===== src/rtl/axis_arb_pkg.sv =====
// +----------------------------------------------------------------------------
// | axis_arb_pkg : shared types and round-robin helper for the AXIS arbiter
// | rev 1.0
// +----------------------------------------------------------------------------
`default_nettype none

package axis_arb_pkg;

  localparam int MAX_STREAMS = 16;

  typedef enum logic [0:0] {
    IDLE   = 1'b0,
    LOCKED = 1'b1
  } arb_state_t;

  // First asserted valid found searching ptr, ptr+1, ... modulo n.
  function automatic int unsigned next_rr(
    input logic [MAX_STREAMS-1:0] valid,
    input int unsigned            ptr,
    input int unsigned            n
  );
    int unsigned win;
    int unsigned idx;
    logic        found;
    win   = 0;
    found = 1'b0;
    for (int unsigned i = 0; i < MAX_STREAMS; i++) begin
      idx = (ptr + i) % n;
      if (!found && (i < n) && valid[idx]) begin
        win   = idx;
        found = 1'b1;
      end
    end
    return win;
  endfunction

endpackage

`default_nettype wire


===== src/rtl/axis_skid_buffer.sv =====
// +----------------------------------------------------------------------------
// | axis_skid_buffer : two-entry register slice with registered input ready
// | rev 1.0
// +----------------------------------------------------------------------------
`default_nettype none

module axis_skid_buffer #(
  parameter int WIDTH = 8
) (
  input  logic             clk,
  input  logic             areset,
  input  logic             in_valid,
  output logic             in_ready,
  input  logic [WIDTH-1:0] in_data,
  output logic             out_valid,
  input  logic             out_ready,
  output logic [WIDTH-1:0] out_data
);

  logic [WIDTH-1:0] r_head;
  logic [WIDTH-1:0] r_tail;
  logic [1:0]       r_count;
  logic             r_ready;
  logic             w_push;
  logic             w_pop;
  logic [1:0]       w_count_nxt;

  assign w_push    = in_valid & r_ready;
  assign w_pop     = (r_count != 2'd0) & out_ready;
  assign in_ready  = r_ready;
  assign out_valid = (r_count != 2'd0);
  assign out_data  = r_head;

  always_comb begin
    w_count_nxt = r_count;
    case ({w_push, w_pop})
      2'b10:   w_count_nxt = r_count + 2'd1;
      2'b01:   w_count_nxt = r_count - 2'd1;
      default: w_count_nxt = r_count;
    endcase
  end

  // Ready is computed from the next occupancy so it drops on the edge that fills.
  always_ff @(posedge clk or posedge areset) begin
    if (areset) begin
      r_head  <= '0;
      r_tail  <= '0;
      r_count <= 2'd0;
      r_ready <= 1'b1;
    end else begin
      r_count <= w_count_nxt;
      r_ready <= (w_count_nxt != 2'd2);
      if (w_pop) begin
        if (r_count == 2'd2) begin
          r_head <= r_tail;
        end else if (w_push) begin
          r_head <= in_data;
        end
      end else if (w_push) begin
        if (r_count == 2'd0) begin
          r_head <= in_data;
        end else begin
          r_tail <= in_data;
        end
      end
    end
  end

endmodule

`default_nettype wire


===== src/rtl/axis_packet_arbiter.sv =====
// +----------------------------------------------------------------------------
// | axis_packet_arbiter : packet-granular round-robin merge of N AXI streams
// | rev 1.0
// +----------------------------------------------------------------------------
`default_nettype none

module axis_packet_arbiter
  import axis_arb_pkg::*;
#(
  parameter int AXIS_BYTES         = 1,
  parameter int NUM_MASTER_STREAMS = 2,
  parameter int SRC_W              = $clog2(NUM_MASTER_STREAMS)
) (
  input  logic                                   clk,
  input  logic                                   areset,
  output logic [NUM_MASTER_STREAMS-1:0]          axis_i_tready,
  input  logic [NUM_MASTER_STREAMS-1:0]          axis_i_tvalid,
  input  logic [NUM_MASTER_STREAMS-1:0]          axis_i_tlast,
  input  logic [NUM_MASTER_STREAMS*AXIS_BYTES*8-1:0] axis_i_tdata,
  input  logic                                   axis_o_tready,
  output logic                                   axis_o_tvalid,
  output logic                                   axis_o_tlast,
  output logic [AXIS_BYTES*8-1:0]                axis_o_tdata,
  output logic [SRC_W-1:0]                       axis_o_tsrc
);

  localparam int DW = AXIS_BYTES * 8;
  localparam int PW = DW + 1 + SRC_W;

  arb_state_t             r_state;
  arb_state_t             w_state_nxt;
  logic [SRC_W-1:0]       r_ptr;
  logic [SRC_W-1:0]       w_ptr_nxt;
  logic [SRC_W-1:0]       r_grant;
  logic [SRC_W-1:0]       w_grant_nxt;
  logic [MAX_STREAMS-1:0] w_valid_pad;
  logic [SRC_W-1:0]       w_pick;
  logic                   w_sb_ready;
  logic                   w_sb_push;
  logic                   w_accept;
  logic [DW-1:0]          w_sel_data;
  logic [PW-1:0]          w_sb_in;
  logic [PW-1:0]          w_sb_out;

  always_comb begin
    w_valid_pad                           = '0;
    w_valid_pad[NUM_MASTER_STREAMS-1:0]   = axis_i_tvalid;
  end

  assign w_pick     = SRC_W'(next_rr(w_valid_pad, 32'(r_ptr), NUM_MASTER_STREAMS));
  assign w_sel_data = axis_i_tdata[32'(r_grant)*DW +: DW];
  assign w_sb_push  = (r_state == LOCKED) & axis_i_tvalid[r_grant];
  assign w_accept   = w_sb_push & w_sb_ready;
  assign w_sb_in    = {w_sel_data, axis_i_tlast[r_grant], r_grant};

  always_ff @(posedge clk or posedge areset) begin
    if (areset) begin
      r_state <= IDLE;
      r_ptr   <= '0;
      r_grant <= '0;
    end else begin
      r_state <= w_state_nxt;
      r_ptr   <= w_ptr_nxt;
      r_grant <= w_grant_nxt;
    end
  end

  always_comb begin
    w_state_nxt   = r_state;
    w_ptr_nxt     = r_ptr;
    w_grant_nxt   = r_grant;
    axis_i_tready = '0;
    case (r_state)
      IDLE: begin
        if (|axis_i_tvalid) begin
          w_grant_nxt = w_pick;
          w_state_nxt = LOCKED;
        end
      end
      LOCKED: begin
        axis_i_tready[r_grant] = w_sb_ready;
        // The grant is released only by an accepted tlast; valid gaps keep it.
        if (w_accept && axis_i_tlast[r_grant]) begin
          w_ptr_nxt   = SRC_W'((32'(r_grant) + 32'd1) % NUM_MASTER_STREAMS);
          w_state_nxt = IDLE;
        end
      end
      default: w_state_nxt = IDLE;
    endcase
  end

  axis_skid_buffer #(
    .WIDTH (PW)
  ) u_skid (
    .clk       (clk),
    .areset    (areset),
    .in_valid  (w_sb_push),
    .in_ready  (w_sb_ready),
    .in_data   (w_sb_in),
    .out_valid (axis_o_tvalid),
    .out_ready (axis_o_tready),
    .out_data  (w_sb_out)
  );

  assign axis_o_tdata = w_sb_out[PW-1 -: DW];
  assign axis_o_tlast = w_sb_out[SRC_W];
  assign axis_o_tsrc  = w_sb_out[SRC_W-1:0];

endmodule

`default_nettype wire


===== config.mk =====
export PLATFORM = sky130hd
export DESIGN_NAME = axis_packet_arbiter
export DESIGN_NICKNAME = d
export VERILOG_FILES = /design/src/rtl/axis_arb_pkg.sv /design/src/rtl/axis_skid_buffer.sv /design/src/rtl/axis_packet_arbiter.sv
export SDC_FILE = /design/constraint.sdc
export NUM_CORES = 1
export LEC_CHECK = 0
export BUFFER_PORTS_ARGS = -buffer_cell sky130_fd_sc_hd__clkbuf_2
export CAP_MARGIN = 30
export CORE_MARGIN = 3
export CORE_UTILIZATION = 35
export CTS_BUF_LIST = sky130_fd_sc_hd__clkbuf_4 sky130_fd_sc_hd__clkbuf_8 sky130_fd_sc_hd__clkbuf_16
export DETAILED_ROUTE_END_ITERATION = 8
export PLACE_DENSITY = 0.55
export SLEW_MARGIN = 20
export SYNTH_ARGS = -nofsm -noshare
export SYNTH_HDL_FRONTEND = slang
export SYNTH_SLANG_ARGS = --single-unit

===== constraint.sdc =====
create_clock -name clk -period 3.2 [get_ports clk]
set_input_delay 0.96 -clock clk [delete_from_list [all_inputs] [get_ports clk]]
set_output_delay 0.96 -clock clk [all_outputs]
set_load 0.01 [all_outputs]

# Word-level counts from Yosys, hierarchy flattened
# Cells that the tools add are included.
# W data, S select, Z words.
dict set report classes {
  addsub 4
  n_lt_le_gt_ge 4
  eq_ne 4
  n_shift 1
  n_mux 23
  bitwise_logic 7
  reduce_logical 14
}
# op count
set ops {}
lappend ops {{$mux W10} 5}
lappend ops {{$shiftx A16 B5 Y8} 1}
lappend ops {{$mux W1} 14}
lappend ops {{$lt A1 B5 Y1 const B} 2}
lappend ops {{$reduce_bool A2 Y1} 4}
lappend ops {{$reduce_and A3 Y1} 2}
lappend ops {{$eq A2 B2 Y1 const B} 2}
lappend ops {{$pmux W2 S2} 1}
lappend ops {{$reduce_and A2 Y1} 2}
lappend ops {{$and A1 B1 Y1} 3}
lappend ops {{$logic_and A1 B1 Y1} 3}
lappend ops {{$not A1 Y1} 3}
lappend ops {{$add A1 B1 Y1 const B} 2}
lappend ops {{$add A2 B1 Y2 const B} 1}
lappend ops {{$and A2 B2 Y2} 1}
lappend ops {{$eq A2 B1 Y1 const B} 1}
lappend ops {{$logic_not A2 Y1} 1}
lappend ops {{$lt A1 B2 Y1 const B} 1}
lappend ops {{$mux W2} 1}
lappend ops {{$ne A2 B2 Y1 const B} 1}
lappend ops {{$pmux W1 S2} 1}
lappend ops {{$reduce_or A2 Y1} 1}
lappend ops {{$sub A2 B1 Y2 const B} 1}
lappend ops {{$demux W1 S1} 1}
lappend ops {{2 further kinds} 2}
dict set report totals {
  ff_bits 26
  inputBits 23
}

# Longest topological paths before layout
dict set report depth {
  word_depth 7
  ltp_mapped 7
}

# Cells and area by module
# Synthesis repeated with hierarchy kept, for this count alone.
dict set report unflattened {
  hier_cells 102
  area_unflattened_um2 1423.9
}
# mod instances cells_per_inst area_each_um2 seq_area_each_um2
set modules_own_cells {}
lappend modules_own_cells {axis_skid_buffer 1 70 1113.6 576.8}
lappend modules_own_cells {axis_packet_arbiter 1 32 310.3 75.1}

# Least setup slack after synthesis
# OpenSTA, ideal clock, no wires.
dict set report synth_timing {
  path_type {input to register}
  startpoint {input port axis_i_tvalid[0]}
  endpoint {register u_skid.r_head[0], in the netlist u_skid.out_data[0]}
  setup_ns 0.125
  arrival_time_ns 2.629
  required_time_ns 3.075
  setup_slack_ns 0.447
  stages 6
  cell_sequence {mux2i_2 -> or2_2 -> ha_1 -> or4bb_1 -> o41ai_4 -> mux2_2}
}
dict set report synth_between {
  elab_chain_cells 6
  word_cells_on_any_way 7
}
# element line_no
set synth_lines {}
lappend synth_lines {{start: declaration} axis_packet_arbiter.sv:17} ;# input logic [NUM_MASTER_STREAMS-1:0] axis_i_tvalid,
lappend synth_lines {{$mux W1 (not written as such) * (2 in a row)} axis_packet_arbiter.sv:52} ;# assign w_sb_push = (r_state == LOCKED) & axis_i_tvalid[r_grant];
lappend synth_lines {{$and A1 B1 Y1 *} axis_packet_arbiter.sv:52}
lappend synth_lines {{$and A1 B1 Y1 *} axis_skid_buffer.sv:28} ;# assign w_push = in_valid & r_ready;
lappend synth_lines {{$reduce_bool A2 Y1 (no source line)} n/a}
lappend synth_lines {{$reduce_and A3 Y1 (no source line) *} n/a}
lappend synth_lines {{end signal: assignment} axis_skid_buffer.sv:55} ;# r_head <= r_tail;
lappend synth_lines {{end signal: assignment} axis_skid_buffer.sv:57} ;# r_head <= in_data;
lappend synth_lines {{end signal: assignment} axis_skid_buffer.sv:61} ;# r_head <= in_data;
lappend synth_lines {{end: declaration} axis_skid_buffer.sv:20} ;# logic [WIDTH-1:0] r_head;
# Mark *: on every way between the ends. The rest lies on a longest branch, timed or not. The select of a mux whose other input is x is not followed.
# A chain may end at the register's enable or synchronous reset.

# Worst setup path after layout
dict set report layout_timing {
  startpoint {input port axis_i_tvalid[1]}
  endpoint {register u_skid.r_head[7], in the netlist u_skid.out_data[7]}
}
# Same word-level chain as after synthesis.

==> results.py <==
metrics = {
    "placed_design": {
        "routabilityCongestion": 0.7329,
        "dp_hpwl_mm": 1.892,
        "place_area_mm2": 0.001585,
        "place_ws_ns": 0.1273,
        "port_buffers": 35,
    },
    "die": {
        "start_util_pct": 38.31,
        "die_h_um": 68.08,
        "ios": 36,
        "chipWidth_um": 68.08,
        "coreArea_mm2": 0.003521,
        "fp.dieArea_mm2": 0.004635,
        "rows": 21,
    },
    "route": {
        "wire_per_inst_um": 13.83,
        "vias_per_cell": 4.935,
        "dr.pass1.iters": 4,
        "via_count": 908,
        "drc": 0,
        "ant_nets": 0,
        "drt_iter0_drc": 20,
        "routed_wl_mm": 2.545,
    },
    "power_and_ir_drop": {
        "leakagePower_uw": 0.0007609,
        "vdd_drop_max_v": 0.0003342,
        "power_density_mw_per_mm2": 998.3,
    },
    "setup_path": {
        "critical_path_class": "input port to register",
        "path_cells": "clkbuf_2, mux2i_2, or2_2, ha_1, o41ai_4, mux2_2",
        "reg2reg_setup_slack_ns": 0.68,
        "cp_max_fo": 10,
        "crit_arrival_ns": 2.89,
        "slowest_delay_ns": 0.73,
        "cp_slowest_cell": "o41ai_4",
        "endpoint_kind": "register",
        "start_kind": "input port",
        "crit_required_ns": 3.36,
    },
    "sta": {
        "rsz0062_at_grt": "no",
        "worstMarginPinSlew_ns": 0.7152,
        "finalSetupTns_ns": 0,
        "fmax_mhz": 365.5,
        "relSlewSlack_pct": 52.16,
        "finalWorstSetupSlack_ns": 0.4642,
        "finalCritPeriodShare_pct": 85.49,
        "report.final.setup_viol": 0,
        "clock_skew_ns": 0.006583,
        "hold_violations": 0,
        "period_needed_ns": 2.736,
        "final_max_slew_viol_count": 0,
    },
    "synth": {
        "synth_edf_count": 0,
        "yosysTopAreaCellShare_pct": 46.38,
        "yosysSeqAreaShare_pct": 48.33,
        "synthFlopType": "dfrtp_1",
        "syn_inst": 100,
        "synth_commonest_cells": "mux2_2 (39), dfrtp_1 (25), inv_1 (3), or2_2 (3)",
        "yosys_warnings": 0,
        "synthMostInstantiatedCell": "mux2_2",
        "syn_area_mm2": 0.001349,
        "synth_top_area_cell": "dfrtp_1",
        "synth-seq-cells": 26,
        "synth_area_leaders": "dfrtp_1 (46%), mux2_2 (33%), o41ai_4 (2.0%)",
        "syn_avg_cell_area_um2": 13.49,
        "synth_cell_types": 26,
        "syn_nets": 125,
        "synth_async_sr_flop_share_pct": 100.0,
    },
    "clock_network": {
        "cts_buffers": 3,
        "hold_buffers": 0,
        "path_clk_slew_ns": 0.09,
        "postCtsSetupRepairBufs": 0,
        "clockRootBuffer": "clkbuf_8",
        "htreeDepth": 1,
        "cts_buffer_depth": 2,
        "cts_tree": "built",
        "clk_latency_ns": 0.27,
        "clock-sinks": 26,
        "cts_resized": 0,
    },
    "final_layout": {
        "fin_area_mm2": 0.001657,
        "ff_latch_area_um2": 651.9,
        "antenna_cells": 0,
        "final_util_pct": 47.05,
        "multi_input_area_um2": 666.9,
        "fillers": 326,
        "syn_to_final_growth_pct": 22.82,
        "nNetsFinal": 164,
        "drive_gt1_share_pct": 64.49,
    },
    "global_route": {
        "antenna_found_initial": 0,
        "grt_max_degree": 27,
        "grt_pass1_wl_mm": 4.291,
        "grt_pass1_vias": 939,
        "track_usage_pct": 12.48,
        "overflow": 0,
    },
    "job": {
        "cap_violations": 0,
    },
    "status": {
        "outcome": "finished clean",
    },
    "hold_path": {
        "min_path_type": "register to register",
    },
}
[registers in the layout (all words and copies together), names as in the netlist]
name,count
u_skid.out_data,10
u_skid.in_ready,1
u_skid.r_tail,10
r_grant,1
r_state,1
u_skid.r_count,2
r_ptr,1
[cell families (layout without fill, tap and decap cells)]
| family | Yosys count | in the layout | share of synthesized area (%) |
|---|---|---|---|
| xor gates and xnor gates | 2 | 2 | 1.299 |
| muxes | 40 | 40 | 33.58 |
| and+or+nand+nor | 16 | 16 | 7.051 |
| adders and majority gates | 2 | 2 | 1.855 |
| buffers and inverters | 7 | 45 | 2.597 |
| AOI/OAI and AO/OA | 7 | 7 | 5.288 |
| DFF | 26 | 26 | 48.33 |
[area by class of cell]
type	count	share of cell area, %
multi-input cells	67	40.26
flip-flops and latches	26	39.35
repair buffers	38	11.93
well taps	46	3.474
clock buffers	3	2.492
clock inverters	1	1.813
inverters	3	0.6798
[worst paths after layout]
kind	from	to	cells past startpoint
max	axis_i_tvalid[1]	u_skid.out_data[7]	6
min in group asynchronous	areset	u_skid.r_tail[3]	3
max reg2reg	u_skid.in_ready	u_skid.out_data[7]	5
max in group asynchronous	areset	u_skid.in_ready	3
min	r_ptr	r_ptr	1
min reg2reg	r_ptr	r_ptr	1
[worst max-delay path: cells and delay by family]
kind	cells	cell delay [ns]
buffers and inverters	1	0.13
multiplexers	2	0.53
adder cells (fa/ha/maj)	1	0.22
AO/OA/AOI/OAI	1	0.73
AND/OR/NAND/NOR	1	0.31
[where the power goes]
part | leakage, uW | switching [uW] | total (uW) | internal, uW
logic | 0.000422 | 345 | 784 | 440
registers | 0.000304 | 96.4 | 598 | 502
clock network | 0.0000357 | 104 | 271 | 167
[stage by stage]
| step | total power [uW] | cells | hold WS (ns) |
|---|---|---|---|
| detailed placement | 1405 | 180 | 0.4893 |
| CTS | 1678 | 184 | 0.5110 |
| global route | 1786 | 184 | 0.5352 |
| global placement | 1376 | 180 | 0.4843 |
| floorplan | 1187 | 100 | 0.4645 |
| finish | 1654 | 184 | 0.5057 |
[metal layers]
metal / track usage, % / share of wire [%]
met3: 3.120 / 6.4
met1: 15.48 / 45
met4: 5.211 / 0.98
met5: 0 / 0
met2: 20.58 / 48
[cell usage in the layout (no fill, tap or decap)]
cell type and instances:
mux2_2 39, o21a_1 2, clkbuf_2 35, mux2i_2 1
buf_4 3, o41ai_4 1, and3_1 1, nor2_1 2
nand3b_1 1, o21bai_1 1, nand3_1 1, a31oi_1 1
dfrtp_1 25, inv_1 3, nor3_1 2, nand2_1 2
o21ba_2 1, a21oi_1 1, nor3b_2 1, and2_1 1
or4bb_1 1, ha_1 2, clkbuf_8 3, dfstp_2 1
xnor2_1 2, nor3b_1 1, or2_2 3, bufinv_16 1
(Power assumes the default switching activity.)
